$ cat config.mk
export PLATFORM = sky130hd
export DESIGN_NAME = cacheline_adapter
export DESIGN_NICKNAME = d
export VERILOG_FILES = /design/src/rtl/cacheline_adapter.sv
export SDC_FILE = /design/constraint.sdc
export NUM_CORES = 1
export LEC_CHECK = 0
export ABC_CLOCK_PERIOD_IN_PS = 15600
export BUFFER_PORTS_ARGS = -buffer_cell sky130_fd_sc_hd__buf_4
export CORE_AREA = 5 5 272 274
export DETAILED_ROUTE_END_ITERATION = 7
export DIE_AREA = 0 0 277 279
export PLACE_DENSITY = 0.6
export SKIP_LAST_GASP = 1
export SLEW_MARGIN = 25
export SYNTH_ARGS = -nofsm -noshare
export SYNTH_HDL_FRONTEND = slang
export SYNTH_SLANG_ARGS = --single-unit
$ cat constraint.sdc
create_clock -name clk -period 15.6 [get_ports clk]
set_clock_uncertainty 0.15 [all_clocks]
set_input_delay 0.78 -clock clk [delete_from_list [all_inputs] [get_ports clk]]
set_output_delay 0.78 -clock clk [all_outputs]
set_load 0.1 [all_outputs]
$ cat src/rtl/cacheline_adapter.sv
// Bridges a cache-line port to a beat-oriented memory burst port: read beats are assembled into a line, write lines are split into beats.
// Optional watchdog abort with err, enabled by defining CACHELINE_ADAPTER_TIMEOUT_EN.
module cacheline_adapter #(
    parameter int s_line  = 256,
    parameter int s_burst = 64
) (
    input  logic               clk,
    input  logic               rst,
    input  logic [31:0]        pmem_address,
    input  logic               pmem_read,
    input  logic               pmem_write,
    input  logic [s_line-1:0]  pmem_wdata,
    output logic [s_line-1:0]  pmem_rdata,
    output logic               pmem_resp,
    output logic [31:0]        burst_address,
    output logic               burst_read,
    output logic               burst_write,
    input  logic [s_burst-1:0] burst_rdata,
    output logic [s_burst-1:0] burst_wdata,
    input  logic               burst_resp,
    output logic               err
);
    localparam int BEATS = s_line / s_burst;
    localparam int CNT_W = (BEATS > 1) ? $clog2(BEATS) : 1;
    localparam int OFF_W = $clog2(s_line / 8);
    localparam logic [CNT_W-1:0] LAST_BEAT = CNT_W'(BEATS - 1);

    typedef enum logic [1:0] {IDLE, READ, WRITE, DONE} state_t;

    state_t             state_q, state_d;
    logic [CNT_W-1:0]   cnt_q, cnt_d;
    logic [31:0]        addr_q, addr_d;
    logic [s_line-1:0]  wline_q, wline_d;
    logic [s_line-1:0]  rline_q, rline_d;
    logic [s_burst-1:0] wbeat [BEATS];
    logic               unused_addr_bits;

`ifdef CACHELINE_ADAPTER_TIMEOUT_EN
    logic [7:0]         wd_q, wd_d;
    logic               err_q, err_d;
`endif

    // Byte offset within the line is dropped; memory always sees line-aligned addresses.
    assign unused_addr_bits = ^pmem_address[OFF_W-1:0];

    genvar gi;
    generate
        for (gi = 0; gi < BEATS; gi++) begin : g_beat
            assign wbeat[gi] = wline_q[gi*s_burst +: s_burst];
        end
    endgenerate

    always_comb begin
        state_d = state_q;
        cnt_d   = cnt_q;
        addr_d  = addr_q;
        wline_d = wline_q;
        rline_d = rline_q;
`ifdef CACHELINE_ADAPTER_TIMEOUT_EN
        wd_d    = wd_q;
        err_d   = 1'b0;
`endif
        case (state_q)
            IDLE: begin
                if (pmem_write || pmem_read) begin
                    state_d = pmem_write ? WRITE : READ;
                    addr_d  = {pmem_address[31:OFF_W], OFF_W'(0)};
                    cnt_d   = '0;
`ifdef CACHELINE_ADAPTER_TIMEOUT_EN
                    wd_d    = '0;
`endif
                    if (pmem_write)
                        wline_d = pmem_wdata;
                end
            end
            READ, WRITE: begin
                if (burst_resp) begin
                    for (int i = 0; i < BEATS; i++)
                        if (state_q == READ && cnt_q == CNT_W'(i))
                            rline_d[i*s_burst +: s_burst] = burst_rdata;
                    cnt_d = (cnt_q == LAST_BEAT) ? '0 : cnt_q + CNT_W'(1);
                    if (cnt_q == LAST_BEAT)
                        state_d = DONE;
                end
`ifdef CACHELINE_ADAPTER_TIMEOUT_EN
                // A beat arriving on the final watchdog cycle still wins over the abort.
                if (burst_resp)
                    wd_d = '0;
                else if (wd_q == 8'hFF) begin
                    state_d = DONE;
                    err_d   = 1'b1;
                end else
                    wd_d = wd_q + 8'd1;
`endif
            end
            default: state_d = IDLE;
        endcase
    end

    always_ff @(posedge clk or posedge rst) begin
        if (rst) begin
            state_q <= IDLE;
            cnt_q   <= '0;
            addr_q  <= '0;
            wline_q <= '0;
            rline_q <= '0;
`ifdef CACHELINE_ADAPTER_TIMEOUT_EN
            wd_q    <= '0;
            err_q   <= 1'b0;
`endif
        end else begin
            state_q <= state_d;
            cnt_q   <= cnt_d;
            addr_q  <= addr_d;
            wline_q <= wline_d;
            rline_q <= rline_d;
`ifdef CACHELINE_ADAPTER_TIMEOUT_EN
            wd_q    <= wd_d;
            err_q   <= err_d;
`endif
        end
    end

    assign pmem_rdata    = rline_q;
    assign pmem_resp     = (state_q == DONE);
    assign burst_address = addr_q;
    assign burst_read    = (state_q == READ);
    assign burst_write   = (state_q == WRITE);
    assign burst_wdata   = (state_q == WRITE) ? wbeat[cnt_q] : '0;
`ifdef CACHELINE_ADAPTER_TIMEOUT_EN
    assign err = err_q;
`else
    assign err = 1'b0;
`endif

endmodule

## After elaboration in Yosys (flattened, before gate mapping)

Index checks and enable logic that the tools add are counted.

- Bits in registers: 543
- Bits of input ports: 357
- Logic and storage cells: 50

- $add $sub $neg: 1
- Order comparisons: 1
- Equality and inequality tests: 9
- Multiplexer cells: 13
- Bitwise logic cells: 1
- Reductions and logical operators: 17

Operators with widths:

| cell | number |
|---|---|
| two-way mux 64 bit | 3 |
| binary-select mux 64 bit (select 2 bit) | 1 |
| AND reduction 3 bit | 7 |
| two-way mux 2 bit | 7 |
| equality test 2 bit, second input constant | 4 |
| case mux 2 bit (2 select lines) | 2 |
| inequality test 2 bit, second input constant | 3 |
| equality test 2 x 1 -> 1 bit, second input constant | 2 |
| logical AND 1 bit | 4 |
| zero test 2 bit | 2 |
| greater-or-equal comparator 3 bit, second input constant | 1 |
| NOT 2 -> 3 bit | 1 |
| adder 2 x 1 -> 2 bit, second input constant | 1 |
| AND reduction 2 bit | 1 |
| nonzero test 2 bit | 1 |
| OR reduction 2 bit | 1 |
| logical OR 1 bit | 1 |

## Logic depth before layout (Yosys ltp)

- Depth in word-level cells: 5
- Gate-level depth with buffers: 7

## Worst setup path before layout

OpenSTA, ideal clock, no wires.

- Path kind: register -> output
- From: register state_q[0]
- To: output port burst_wdata[0]
- Data arrival time: 2577 ps
- Path slack: 12093 ps
- Cell stages (with the launch flop): 6
- Path buffers: 2
- Path through: dfrtp_1 inv_1 ha_1 buf_1 clkbuf_1 and2_1

- Cells in the longest elaborated chain, start to end: 2

RTL lines:

| item | line | text |
|---|---|---|
| start, declared | 30 | `state_t state_q, state_d;` |
| start signal, assigned | 112 | `state_q <= state_d;` |
| equality test 2 bit | - |  |
| via burst_write | 17 | `output logic burst_write,` |
| two-way mux 64 bit | 129 | `assign burst_wdata = (state_q == WRITE) ? wbeat[cnt_q] : '0;` |
| end, declared | 19 | `output logic [s_burst-1:0] burst_wdata,` |

The timed path passes the listed nets, and every way through them passes these cells.

## Worst setup path in the final report

- From: register cnt_q[0]
- To: output port burst_wdata[31]

- Cells in the longest elaborated chain, start to end: 5

RTL lines:

| item | line | text |
|---|---|---|
| start, declared | 31 | `logic [CNT_W-1:0] cnt_q, cnt_d;` |
| start signal, assigned | 113 | `cnt_q <= cnt_d;` |
| NOT 2 -> 3 bit (implied by the code) | 129 |  |
| binary-select mux 64 bit (select 2 bit) | 129 |  |
| two-way mux 64 bit (implied by the code) (2 in series) | 129 |  |
| two-way mux 64 bit | 129 |  |

No other way between the ends. The select of a mux whose other input is x is not followed.

==> reports/metrics.yaml <==
io_pins: 713
ys_warn_count: 0
core_area_mm2: 0.0711
met2_usage: 0.289
min_path_cells: 2
synthDistinctLibCells: 26
clkSinkCount: 543
die_x_um: 277
dieArea_mm2: 0.0773
yosys.area_share.xor_xnor: 0
worstSkewPairLatency_ps: 590
netlist_area_mm2: 0.0232
cts_resized: 0
cp_common_cell: "buf_4"
max_slew.worst_pin.slew_ps: 934
synth.area.mux_share: 0.355
grt_pass1_wl_mm: 101
critPathKind: "register to output pin"
root_buffer: "clkbuf_16"
max_slew_margin: 0.377
initial_core_util: 0.326
vias: 14100
synth_compound_area_frac: 0.00113
drive_gt1_frac: 0.686
place.gp.congestion: 0.809
wl_mm: 68.1
layout_commonest_cell: "buf_4"
h-tree-depth: 2
synthSimpleGateAreaFrac: 0.0222
max_stage_delay_ps: 900
cts_setup_buffers: 0
min_to: "wline_q[212]$_DFFE_PP0P_"
fmax_ghz: 0.236
hpwl_mm: 49.0
status: "complete, no violations"
cp_slowest_cell: "dfrtp_4"
clk_pin_slew_ps: 60
fin_area_mm2: 0.0312
ys_seq_area_frac: 0.586
syn_area_per_cell_um2: 17.5
synth_top_family_by_area: "multiplexers"
drc: 0
final.min_clock_period_ps: 4240
maxSlewViolCount: 0
synthAdderAreaFrac: 0.00485
die_h_um: 279
cts_tree: "done"
drt-initial-drc-count: 516
critPathRequiredTime_ps: 14670
cp.arrival_ps: 3310
r2r_end: "wline_q[25]$_DFFE_PP0P_"
max-clock-path-buffers: 3
antenna_found_initial: 3
crit_chain: "buf_4 > mux4_2 > and2_1 > buf_4"
r2r_slack_ps: 12060
viasPerCell: 4.65
area_growth_pct: 34.4
synth_seq_cells: 543
r2r-start: "state_q[0]$_DFFE_PP0P_"
finalCritPeriodShare: 0.272
rsz0062_at_grt: "no"
portBuffers: 701
setup_violations: 0
holdWs_ps: 256
dpl_cell_area_mm2: 0.0291
cts_made_buffers: 59
final_antenna_net_count: 0
globalRouteMet3Util: 0.0524
grt_max_degree: 83
overflow: 0
mostFrequentLayoutCells: "buf_4, dfrtp_1, mux2_2"
max-cap-violations: 0
hp-class: "input pin to register"
track_usage: 0.168
grt-busiest-layer: "met2"
synth_cells: 1329
crit_fanout: 37
fin_nets: 2395
cp-start-kind: "register"
r2r_cells: 6
holdBufCountCts: 0
utilization: 0.438
end_kind: "output pin"
use_met1: 0.200
hp-start: "pmem_wdata[212]"
hold_viol: 0
first_global_vias: 15700
num_rows: 98
drt-pass1-iter-count: 4
finalSetupTns_ps: 0
wire_per_inst_um: 22.5
[sequential cells by signal, indices dropped and copies added (netlist names)]
signal,flops
burst_address,27
cnt_q,2
pmem_rdata,256
state_q,2
wline_q,256
[critical path, delay by kind of cell, from the launching register on]
kind | cells | cell delay [ps]
AND/OR/NAND/NOR | 1 | 170
multiplexers | 1 | 590
buffers and inverters | 2 | 1000
flip-flops | 1 | 900
[synth_stat cells]
master    instances  share of area
or3_1             1        0.00027
mux4_2           64          0.062
mux2_2          360           0.17
buf_4            11         0.0036
ha_1              9         0.0049
o21ai_2           1        0.00038
buf_2            38         0.0082
buf_1             3        0.00049
a21oi_1           2        0.00043
a21o_1            1        0.00032
nand2_1           3        0.00049
nand4_2           1        0.00054
inv_1             6        0.00097
mux2_4          180           0.12
nand2_8           3         0.0026
buf_6             1        0.00049
conb_1            1        0.00016
nand2b_1          1        0.00027
buf_12           18          0.016
and3_1            1        0.00027
nor3b_1           1        0.00032
dfrtp_1         543           0.59
nor2_1            1        0.00016
mux2i_1           4         0.0017
clkbuf_1         11         0.0018
and2_1           64          0.017
[final cells by class]
cell class / instances / area (um2)
diodes: 1 / 2.50
flip-flops and latches: 543 / 13600
fillers: 6484 / 39900
repair buffers: 716 / 5410
inverters: 6 / 26.3
clock inverters: 20 / 213
well taps: 950 / 1190
multi-input cells: 703 / 8960
clock buffers: 90 / 1790
[metal layers]
metal / up-vias / wire length [um]
met5: - / 0
met4: 0 / 2620
met3: 125 / 4990
met2: 475 / 34400
met1: 7319 / 26100
li1: 6164 / -
[metrics by stage]
step,setup WS (ps),cells
after floorplan,7280,1334
after global placement,11050,2917
after detailed placement,10990,2917
after CTS,11180,3027
after global routing,11070,3029
final,11360,3029
[logic make-up after synthesis]
group,after synthesis
other cells,1
compound gates,4
simple gates,76
fa+ha+maj,9
mux,608
flops,543
buf+inv,88
[worst max-delay path by stage]
stage,from,to,slack (ps)
finish,cnt_q[0]$_DFFE_PP0P_,burst_wdata[31],11360
global route,cnt_q[0]$_DFFE_PP0P_,burst_wdata[49],11070
CTS,cnt_q[0]$_DFFE_PP0P_,burst_wdata[20],11180
detailed placement,rst,burst_address[24]$_DFFE_PP0P_,10990
global placement,rst,wline_q[221]$_DFFE_PP0P_,11050
floorplan,rst,burst_address[10]$_DFFE_PP0P_,7280
Power is left out: the tool's default activity adds up to more than one toggle a clock period on the data nets, which glitch-free logic cannot reach.
